`config.mk`:
```
export PLATFORM = sky130hd
export DESIGN_NAME = fnd_scan_controller
export DESIGN_NICKNAME = d
export VERILOG_FILES = /design/src/rtl/fnd_pkg.sv /design/src/rtl/fnd_hex_decoder.sv /design/src/rtl/fnd_scan_controller.sv
export SDC_FILE = /design/constraint.sdc
export NUM_CORES = 1
export LEC_CHECK = 0
export BUFFER_PORTS_ARGS = -buffer_cell sky130_fd_sc_hd__buf_2
export CORE_ASPECT_RATIO = 1.25
export CORE_MARGIN = 3
export CORE_UTILIZATION = 55
export CTS_BUF_LIST = sky130_fd_sc_hd__clkbuf_8 sky130_fd_sc_hd__clkbuf_16
export CTS_CLUSTER_SIZE = 20
export DETAILED_ROUTE_END_ITERATION = 8
export GPL_TIMING_DRIVEN = 0
export HOLD_SLACK_MARGIN = 0.15
export PLACE_DENSITY = 0.8
export SLEW_MARGIN = 20
export SYNTH_ARGS = -nofsm -noshare
export SYNTH_HDL_FRONTEND = slang
export SYNTH_SLANG_ARGS = --single-unit
```
`constraint.sdc`:
```
create_clock -name i_clk -period 2.9 [get_ports i_clk]
set_input_delay 0.29 -clock i_clk [delete_from_list [all_inputs] [get_ports i_clk]]
set_output_delay 0.29 -clock i_clk [all_outputs]
set_load 0.01 [all_outputs]
```
`src/rtl/fnd_pkg.sv`:
```
// rtl/fnd_pkg.sv - shared hex font table, segment-off constant and sizing helper for the FND scan controller
package fnd_pkg;

  // Active-high segment patterns, bit order g,f,e,d,c,b,a.
  localparam logic [6:0] HEX_FONT [16] = '{
    7'h3F, 7'h06, 7'h5B, 7'h4F, 7'h66, 7'h6D, 7'h7D, 7'h07,
    7'h7F, 7'h6F, 7'h77, 7'h7C, 7'h39, 7'h5E, 7'h79, 7'h71
  };

  localparam logic [7:0] SEG_OFF = 8'h00;

  // Bits needed to count 0..n-1; never less than one so counters stay declarable.
  function automatic int clog2(input int n);
    int w;
    w = 1;
    for (int i = 1; i < 31; i++) begin
      if ((1 << i) < n) w = i + 1;
    end
    return w;
  endfunction

endpackage

```
`src/rtl/fnd_hex_decoder.sv`:
```
// rtl/fnd_hex_decoder.sv - combinational nibble to active-high 7-segment pattern
module fnd_hex_decoder
  import fnd_pkg::*;
(
  input  logic [3:0] i_nibble,
  output logic [6:0] o_seg
);

  assign o_seg = HEX_FONT[i_nibble];

endmodule

```
`src/rtl/fnd_scan_controller.sv`:
```
// rtl/fnd_scan_controller.sv - multiplexed 7-segment scan driver with double-buffered value,
// leading-zero blanking, per-digit decimal point and blink
module fnd_scan_controller
  import fnd_pkg::*;
#(
  parameter int NUM_DIGITS     = 4,
  parameter int REFRESH_DIV    = 100000,
  parameter int BLINK_DIV      = 64,
  parameter bit SEL_ACTIVE_LOW = 1'b1,
  parameter bit SEG_ACTIVE_LOW = 1'b1
) (
  input  logic                    i_clk,
  input  logic                    i_reset,
  input  logic [4*NUM_DIGITS-1:0] i_value,
  input  logic [NUM_DIGITS-1:0]   i_dp,
  input  logic                    i_load,
  input  logic                    i_blank_lz,
  input  logic [NUM_DIGITS-1:0]   i_blink_en,
  output logic [7:0]              o_fnd,
  output logic [NUM_DIGITS-1:0]   o_fnd_sel,
  output logic                    o_frame_done
);

  localparam int IDX_W = clog2(NUM_DIGITS);
  localparam int PRE_W = clog2(REFRESH_DIV);
  localparam int BLK_W = clog2(BLINK_DIV);
  localparam int VAL_W = 4 * NUM_DIGITS;

  localparam logic [IDX_W-1:0] LAST_IDX = IDX_W'(NUM_DIGITS - 1);
  localparam logic [PRE_W-1:0] LAST_PRE = PRE_W'(REFRESH_DIV - 1);
  localparam logic [BLK_W-1:0] LAST_BLK = BLK_W'(BLINK_DIV - 1);

  logic [PRE_W-1:0]      presc_q, presc_d;
  logic [IDX_W-1:0]      idx_q, idx_d;
  logic [VAL_W-1:0]      act_val_q, act_val_d;
  logic [NUM_DIGITS-1:0] act_dp_q, act_dp_d;
  logic [VAL_W-1:0]      pend_val_q, pend_val_d;
  logic [NUM_DIGITS-1:0] pend_dp_q, pend_dp_d;
  logic                  pend_valid_q, pend_valid_d;
  logic                  blink_ph_q, blink_ph_d;
  logic [BLK_W-1:0]      blink_cnt_q, blink_cnt_d;
  logic [7:0]            seg_q, seg_d;
  logic [NUM_DIGITS-1:0] sel_q, sel_d;
  logic                  frame_done_q, frame_done_d;

  logic                  tick;
  logic                  frame_end;
  logic [NUM_DIGITS-1:0] lz_mask;
  logic                  zero_run;
  logic [3:0]            cur_nib;
  logic                  cur_dp;
  logic                  cur_lz;
  logic                  cur_blink;
  logic [6:0]            font_seg;

  fnd_hex_decoder u_dec (
    .i_nibble (cur_nib),
    .o_seg    (font_seg)
  );

  always_comb begin
    tick      = (presc_q == LAST_PRE);
    frame_end = tick && (idx_q == LAST_IDX);

    presc_d = tick ? '0 : presc_q + PRE_W'(1);
    idx_d   = idx_q;
    if (tick) idx_d = (idx_q == LAST_IDX) ? '0 : idx_q + IDX_W'(1);

    // Boundary transfer reads the old pending; a coincident load then refills it.
    act_val_d    = act_val_q;
    act_dp_d     = act_dp_q;
    pend_val_d   = pend_val_q;
    pend_dp_d    = pend_dp_q;
    pend_valid_d = pend_valid_q;
    if (frame_end && pend_valid_q) begin
      act_val_d    = pend_val_q;
      act_dp_d     = pend_dp_q;
      pend_valid_d = 1'b0;
    end
    if (i_load) begin
      pend_val_d   = i_value;
      pend_dp_d    = i_dp;
      pend_valid_d = 1'b1;
    end

    blink_cnt_d = blink_cnt_q;
    blink_ph_d  = blink_ph_q;
    if (frame_end) begin
      if (blink_cnt_q == LAST_BLK) begin
        blink_cnt_d = '0;
        blink_ph_d  = ~blink_ph_q;
      end else begin
        blink_cnt_d = blink_cnt_q + BLK_W'(1);
      end
    end
  end

  // lz_mask[k] is set when every active nibble from the top down to k is zero.
  always_comb begin
    lz_mask  = '0;
    zero_run = 1'b1;
    for (int k = NUM_DIGITS - 1; k >= 0; k--) begin
      zero_run   = zero_run && (act_val_q[4*k +: 4] == 4'h0);
      lz_mask[k] = zero_run;
    end
  end

  always_comb begin
    cur_nib   = 4'h0;
    cur_dp    = 1'b0;
    cur_lz    = 1'b0;
    cur_blink = 1'b0;
    sel_d     = '0;
    for (int k = 0; k < NUM_DIGITS; k++) begin
      if (idx_q == IDX_W'(k)) begin
        cur_nib   = act_val_q[4*k +: 4];
        cur_dp    = act_dp_q[k];
        cur_lz    = lz_mask[k] && (k != 0);
        cur_blink = i_blink_en[k];
        sel_d[k]  = 1'b1;
      end
    end

    seg_d = {cur_dp, (i_blank_lz && cur_lz) ? 7'h00 : font_seg};
    if (blink_ph_q && cur_blink) seg_d = SEG_OFF;

    frame_done_d = frame_end;
  end

  always_ff @(posedge i_clk) begin
    if (i_reset) begin
      presc_q      <= '0;
      idx_q        <= '0;
      act_val_q    <= '0;
      act_dp_q     <= '0;
      pend_val_q   <= '0;
      pend_dp_q    <= '0;
      pend_valid_q <= 1'b0;
      blink_ph_q   <= 1'b0;
      blink_cnt_q  <= '0;
      seg_q        <= SEG_OFF;
      sel_q        <= '0;
      frame_done_q <= 1'b0;
    end else begin
      presc_q      <= presc_d;
      idx_q        <= idx_d;
      act_val_q    <= act_val_d;
      act_dp_q     <= act_dp_d;
      pend_val_q   <= pend_val_d;
      pend_dp_q    <= pend_dp_d;
      pend_valid_q <= pend_valid_d;
      blink_ph_q   <= blink_ph_d;
      blink_cnt_q  <= blink_cnt_d;
      seg_q        <= seg_d;
      sel_q        <= sel_d;
      frame_done_q <= frame_done_d;
    end
  end

  // Registers hold logical (active-high) values; pin polarity is a pure output inversion.
  assign o_fnd        = SEG_ACTIVE_LOW ? ~seg_q : seg_q;
  assign o_fnd_sel    = SEL_ACTIVE_LOW ? ~sel_q : sel_q;
  assign o_frame_done = frame_done_q;

endmodule
```
**Word level (Yosys, flattened, before mapping)**

Memories as Yosys holds them, arrays and structs flattened. A register that Yosys moved wholly into a read port is not among the register bits.
Cells that the tools add are included.

- Equality and inequality tests: 5
- Add/subtract/negate cells: 3
- Bitwise operators: 4
- Muxes and demuxes: 23
- Reduce and logical (&&, ||, !) cells: 15

Operators by type and width:

| cell | count |
|---|---|
| 17-bit by 1-bit adder with 17-bit output (second input constant) | 1 |
| 17-bit equality test (second input constant) | 1 |
| 1-bit two-way mux | 17 |
| 4-bit two-way mux | 4 |
| 4-bit zero test | 3 |
| 8-bit inverter | 1 |
| 6-bit by 1-bit adder with 6-bit output (second input constant) | 1 |
| 6-bit equality test (second input constant) | 1 |
| 1-bit logical AND | 6 |
| 6-bit two-way mux | 1 |
| 4-bit inverter with 5-bit output | 1 |
| 2-bit equality test (second input constant) | 2 |
| 4-bit inverter | 1 |
| 2-bit OR reduction | 2 |
| 3-bit OR reduction | 1 |
| 2-bit by 1-bit adder with 2-bit output (second input constant) | 1 |
| 2-bit by 1-bit equality test with 1-bit output (second input constant) | 1 |
| 2-bit zero test | 1 |
| 2-bit two-way mux | 1 |
| 2-bit AND reduction | 1 |
| 2-bit nonzero test | 1 |
| 1-bit inverter | 1 |

- Output and inout port bits: 13
- Memories: 1
- Bits in registers: 73
- Logic and storage cells: 63
- Input bits: 28
- ROM bits: 112

Memories:

| name | words | width | rd ports | clocked after memory_dff | write ports | RTL line | text |
|---|---|---|---|---|---|---|---|
| (no name shown) | 16 | 7 | 1 | 1 | 0 | fnd_hex_decoder.sv:9 | `assign o_seg = HEX_FONT[i_nibble];` |

**Longest topological paths before layout**

- Depth after elaboration: 8
- Gate-level depth with buffers: 11
- Gate-level depth less buffers: 10

**By module**

A second synthesis with hierarchy kept.

- Cell total of the unflattened synthesis: 431
- Area, all modules: 3853.7 um^2

By module, submodules not included:

| module | seq. area each (um^2) | cells each | instances | area each (um^2) |
|---|---|---|---|---|
| fnd_scan_controller | 1601.5 | 398 | 1 | 3565.9 |
| fnd_hex_decoder | 0.0 | 33 | 1 | 287.8 |

**Worst setup path after synthesis**

OpenSTA, ideal clock, no wires.

- Kind: reg-to-reg
- From: register idx_q[0]
- To: register seg_q[5]
- Setup slack: 0.789 ns
- Data arrival time: 2.016 ns
- Clock period less this slack: 2.111 ns
- Required time: 2.805 ns
- Library setup time: 0.095 ns
- Path buffers: 1
- Cell stages (with the launch flop): 12
- Cells stage by stage: dfxtp_1 inv_1 ha_1 clkbuf_1 nor2_2 o211ai_1 nand2_1 inv_1 ha_1 nand2_1 o21ai_0 a221oi_1

- Cells in the longest elaborated chain, start to end: 7
- Elaborated cells on any way between the ends: 19
- Those cells by class: 3 x eq/ne; 11 x mux; 1 x bitwise; 4 x reduce/logical

RTL lines:

| what | RTL line | text |
|---|---|---|
| from (decl) | fnd_scan_controller.sv:34 | `logic [IDX_W-1:0] idx_q, idx_d;` |
| from (signal assigned) | fnd_scan_controller.sv:146 | `idx_q <= idx_d;` |
| 2-bit zero test | fnd_scan_controller.sv:115 | `if (idx_q == IDX_W'(k)) begin` |
| 1-bit two-way mux (4 in a row) | fnd_scan_controller.sv:115 |  |
| 1-bit logical AND | fnd_scan_controller.sv:125 | `if (blink_ph_q && cur_blink) seg_d = SEG_OFF;` |
| 3-bit OR reduction (no source line) | -- |  |
| to (decl) | fnd_scan_controller.sv:42 | `logic [7:0] seg_q, seg_d;` |

Several ways; a longest one is shown, not always the timed one.
A chain may end at the register's enable or synchronous reset.

**Final worst setup path**

Ends and elaborated chain as after synthesis.

==> metrics.txt <==
CORE AREA=6250 um2; fraction of layout cells with a size suffix above 1=0.153; Vias/cell=about 5.4; CP top delay family=simple AND/OR/NAND/NOR gates; synth unique cells=52; Async SR Flop Fraction=0; clk buf depth=2; setup bufs post-CTS=0; placed inst area=~3900 um2; origin of the critical flop-to-flop path=idx_q[0]$_SDFFE_PP0N_; sw frac=0.244; mapped cell area=between 3000 and 4000 um2; Worst-path clk slew=around 0.09 ns; yosys warns=0; Register-to-Register Path Depth=11; NumNets Final=487; syn nets=~440; gr usage total=0.198; Max rail drop VDD=just under 0.4 mV; Worst R2R Setup Slack=around 0.38 ns; Die Ht=96.2 um; status=complete, no violations; CP Buf/Inv Count=3; Tightest Pin Transition=just under 0.8 ns; final setup violation count=0; FF/Latch Area=around 1600 um2; syn_area_per_cell=about 9.0 um2; Initial Utilization=0.573; Sw Pwr=0.511 mW; CTS sink count=80; Worst path depth=11; Leakage=between 1.5 and 2 nW; Clock Tree Root=clkbuf_8; CP endpoint kind=register; TritonRoute pass-1 iters=5; crit path time final=approximately 2.5 ns; number of max-cap violations=0; Post-Syn Instances=about 400; Layout area overhead=14.2%; worst reg2reg path endpoint=seg_q[5]$_SDFF_PP0_; Die Span X=just under 80 um; Main synth FF type=dfxtp_1; post-synth top area share=0.448; HPWL Detailed=roughly 5.2 mm; CTS tree=yes; PwrDens=roughly 510 nW/um2; clk_lat worst skew=~0.35 ns; CP Class=reg2reg; total CTS buffers=9; Final Total Pwr=between 2 and 2.5 mW; Final Cell Area=between 4000 and 5000 um2; clock group share of total power=0.410; post_cts resized=0; Tcrit/Tclk final=0.869; count leader, synth=dfxtp_1; Area contributors post-synth=dfxtp_1, mux2i_1, nor2_1; fmax=between 300 and 400 MHz; Hold Startpoint=i_value[5]; CP required=3.16 ns; I/O Pins=a little over 40; DRC errors left=0; internal power=1.58 mW; Post-Route WL=7.13 mm; crit path DAT=between 2 and 3 ns; Antenna Cells=0; Setup TNS=0 ns; first-pass GRT wire length=around 12 mm; final hold slack=between 0.15 and 0.2 ns; H-Tree Depth=3; maximum number of pins on one net before global-route repair=17; Pins Over Slew Limit=0; Worst setup SP type=register; Worst Setup EP=seg_q[5]$_SDFF_PP0_; area occupied by multi-input gates=1810 um2; 1st-iter DRT viols=between 100 and 150; Clock Skews=about 0.014 ns; largest fanout on the critical path=9; CP max stage delay=about 0.40 ns; WL/cell=roughly 13 um; number of antenna violations at the first check in global routing=0; Final Hold Fails=0; total grt overflow=0; vias in the first global route=between 2k and 3k; Post-synth EDFFs=0; CP startpoint=idx_q[0]$_SDFFE_PP0N_; RSZ-0062 raised after global routing=false; cell-by-cell trace of the critical path=inv_1, ha_1, clkbuf_1, nor2_2, o211ai_1, nand2_1, inv_1, ha_1, nand2_1, o21ai_0, a221oi_1; hold-fix buffer count after cts=0; Port Buffers=39; top cells by count, synth=dfxtp_1, nor2_1, mux2i_1; cell with the largest stage delay on the worst path=dfxtp_1; Comb pwr share=0.046; Yosys top cell by area=dfxtp_1; HP Class=in2reg; sequential area share after synthesis=0.448; Via Count=around 2.9k; die area=about 7500 um2; FILL cells=between 500 and 600; FF+latch count, synth=80; # rows=32; Placer Congestion=between 0.8 and 0.9; sequential power share=0.544; slew margin rel.=0.478; Final ANT Viol Nets=0
[tightest hold or removal path: stages]
cell	delay, ns
buf_2	0.07
mux2i_1	0.05
nor2_1	0.07
[power by group through the flow]
stage / Combinational, mW / Clock, mW / Sequential [mW]
after floorplan: 0.0601 / 0 / 1.16
after global placement: 0.0942 / 0 / 1.16
after detailed placement: 0.0971 / 0 / 1.16
after CTS: 0.0975 / 0.875 / 1.14
after global routing: 0.108 / 0.920 / 1.14
final: 0.0963 / 0.860 / 1.14
[per-layer routing]
layer / track usage / vias to the layer above / routed length, um
met2: 0.366 / 71 / 3640
met1: 0.229 / 1342 / 3030
met3: 0.0290 / 14 / 324
li1: - / 1447 / -
met4: 0.0802 / 0 / 131
met5: 0 / - / 0
[registers in the layout, indices dropped and copies added, names as in the netlist]
register / count
presc_q: 17
act_val_q: 16
pend_val_q: 16
seg_q: 8
blink_cnt_q: 6
act_dp_q: 4
pend_dp_q: 4
sel_q: 4
idx_q: 2
blink_ph_q: 1
o_frame_done: 1
pend_valid_q: 1
[worst min-delay path by stage]
stage	to	slack, ns	depth (start not counted)
2_1_floorplan	presc_q[0]$_SDFF_PP0_	0.43	1
3_3_place_gp	presc_q[0]$_SDFF_PP0_	0.44	1
3_5_place_dp	presc_q[0]$_SDFF_PP0_	0.45	1
4_1_cts	pend_val_q[5]$_SDFFE_PP0P_	0.16	3
5_1_grt	pend_val_q[8]$_SDFFE_PP0P_	0.18	3
6_report	pend_val_q[5]$_SDFFE_PP0P_	0.16	3
[cell usage in the layout, fill, tap and decap left out, types with 10 or more instances in the layout]
cell type  instances
xnor2_1           11
nand2_1           31
buf_2             43
a21oi_1           13
clkbuf_1          11
dfxtp_1           80
inv_1             22
mux2i_1           42
ha_1              13
nor2b_1           10
nor2_1            72
[per-stage QoR]
step,std cells,setup WS (ns),util
after global routing,536,0.202,0.654
after detailed placement,520,0.474,0.621
after CTS,536,0.434,0.654
after global placement,520,0.528,0.621
final,536,0.379,0.654
after floorplan,396,0.789,-
[kinds of logic after synthesis]
group,after synthesis,synth area share
and+or+nand+nor,162,0.224
DFF,80,0.448
AOI/OAI and AO/OA,42,0.0791
muxes,42,0.118
buffers and inverters,41,0.0476
xor gates and xnor gates,16,0.0392
adders and majority gates,13,0.0455
[cell type report]
cell class,instances,area share
Multi-Input combinational cell,275,0.442
Sequential cell,80,0.392
Timing Repair Buffer,39,0.0478
Clock buffer,9,0.0303
Tap cell,85,0.0260
Buffer,19,0.0214
Clock inverter,7,0.0202
Inverter,22,0.0202
Power figures use the tool's default switching activity.
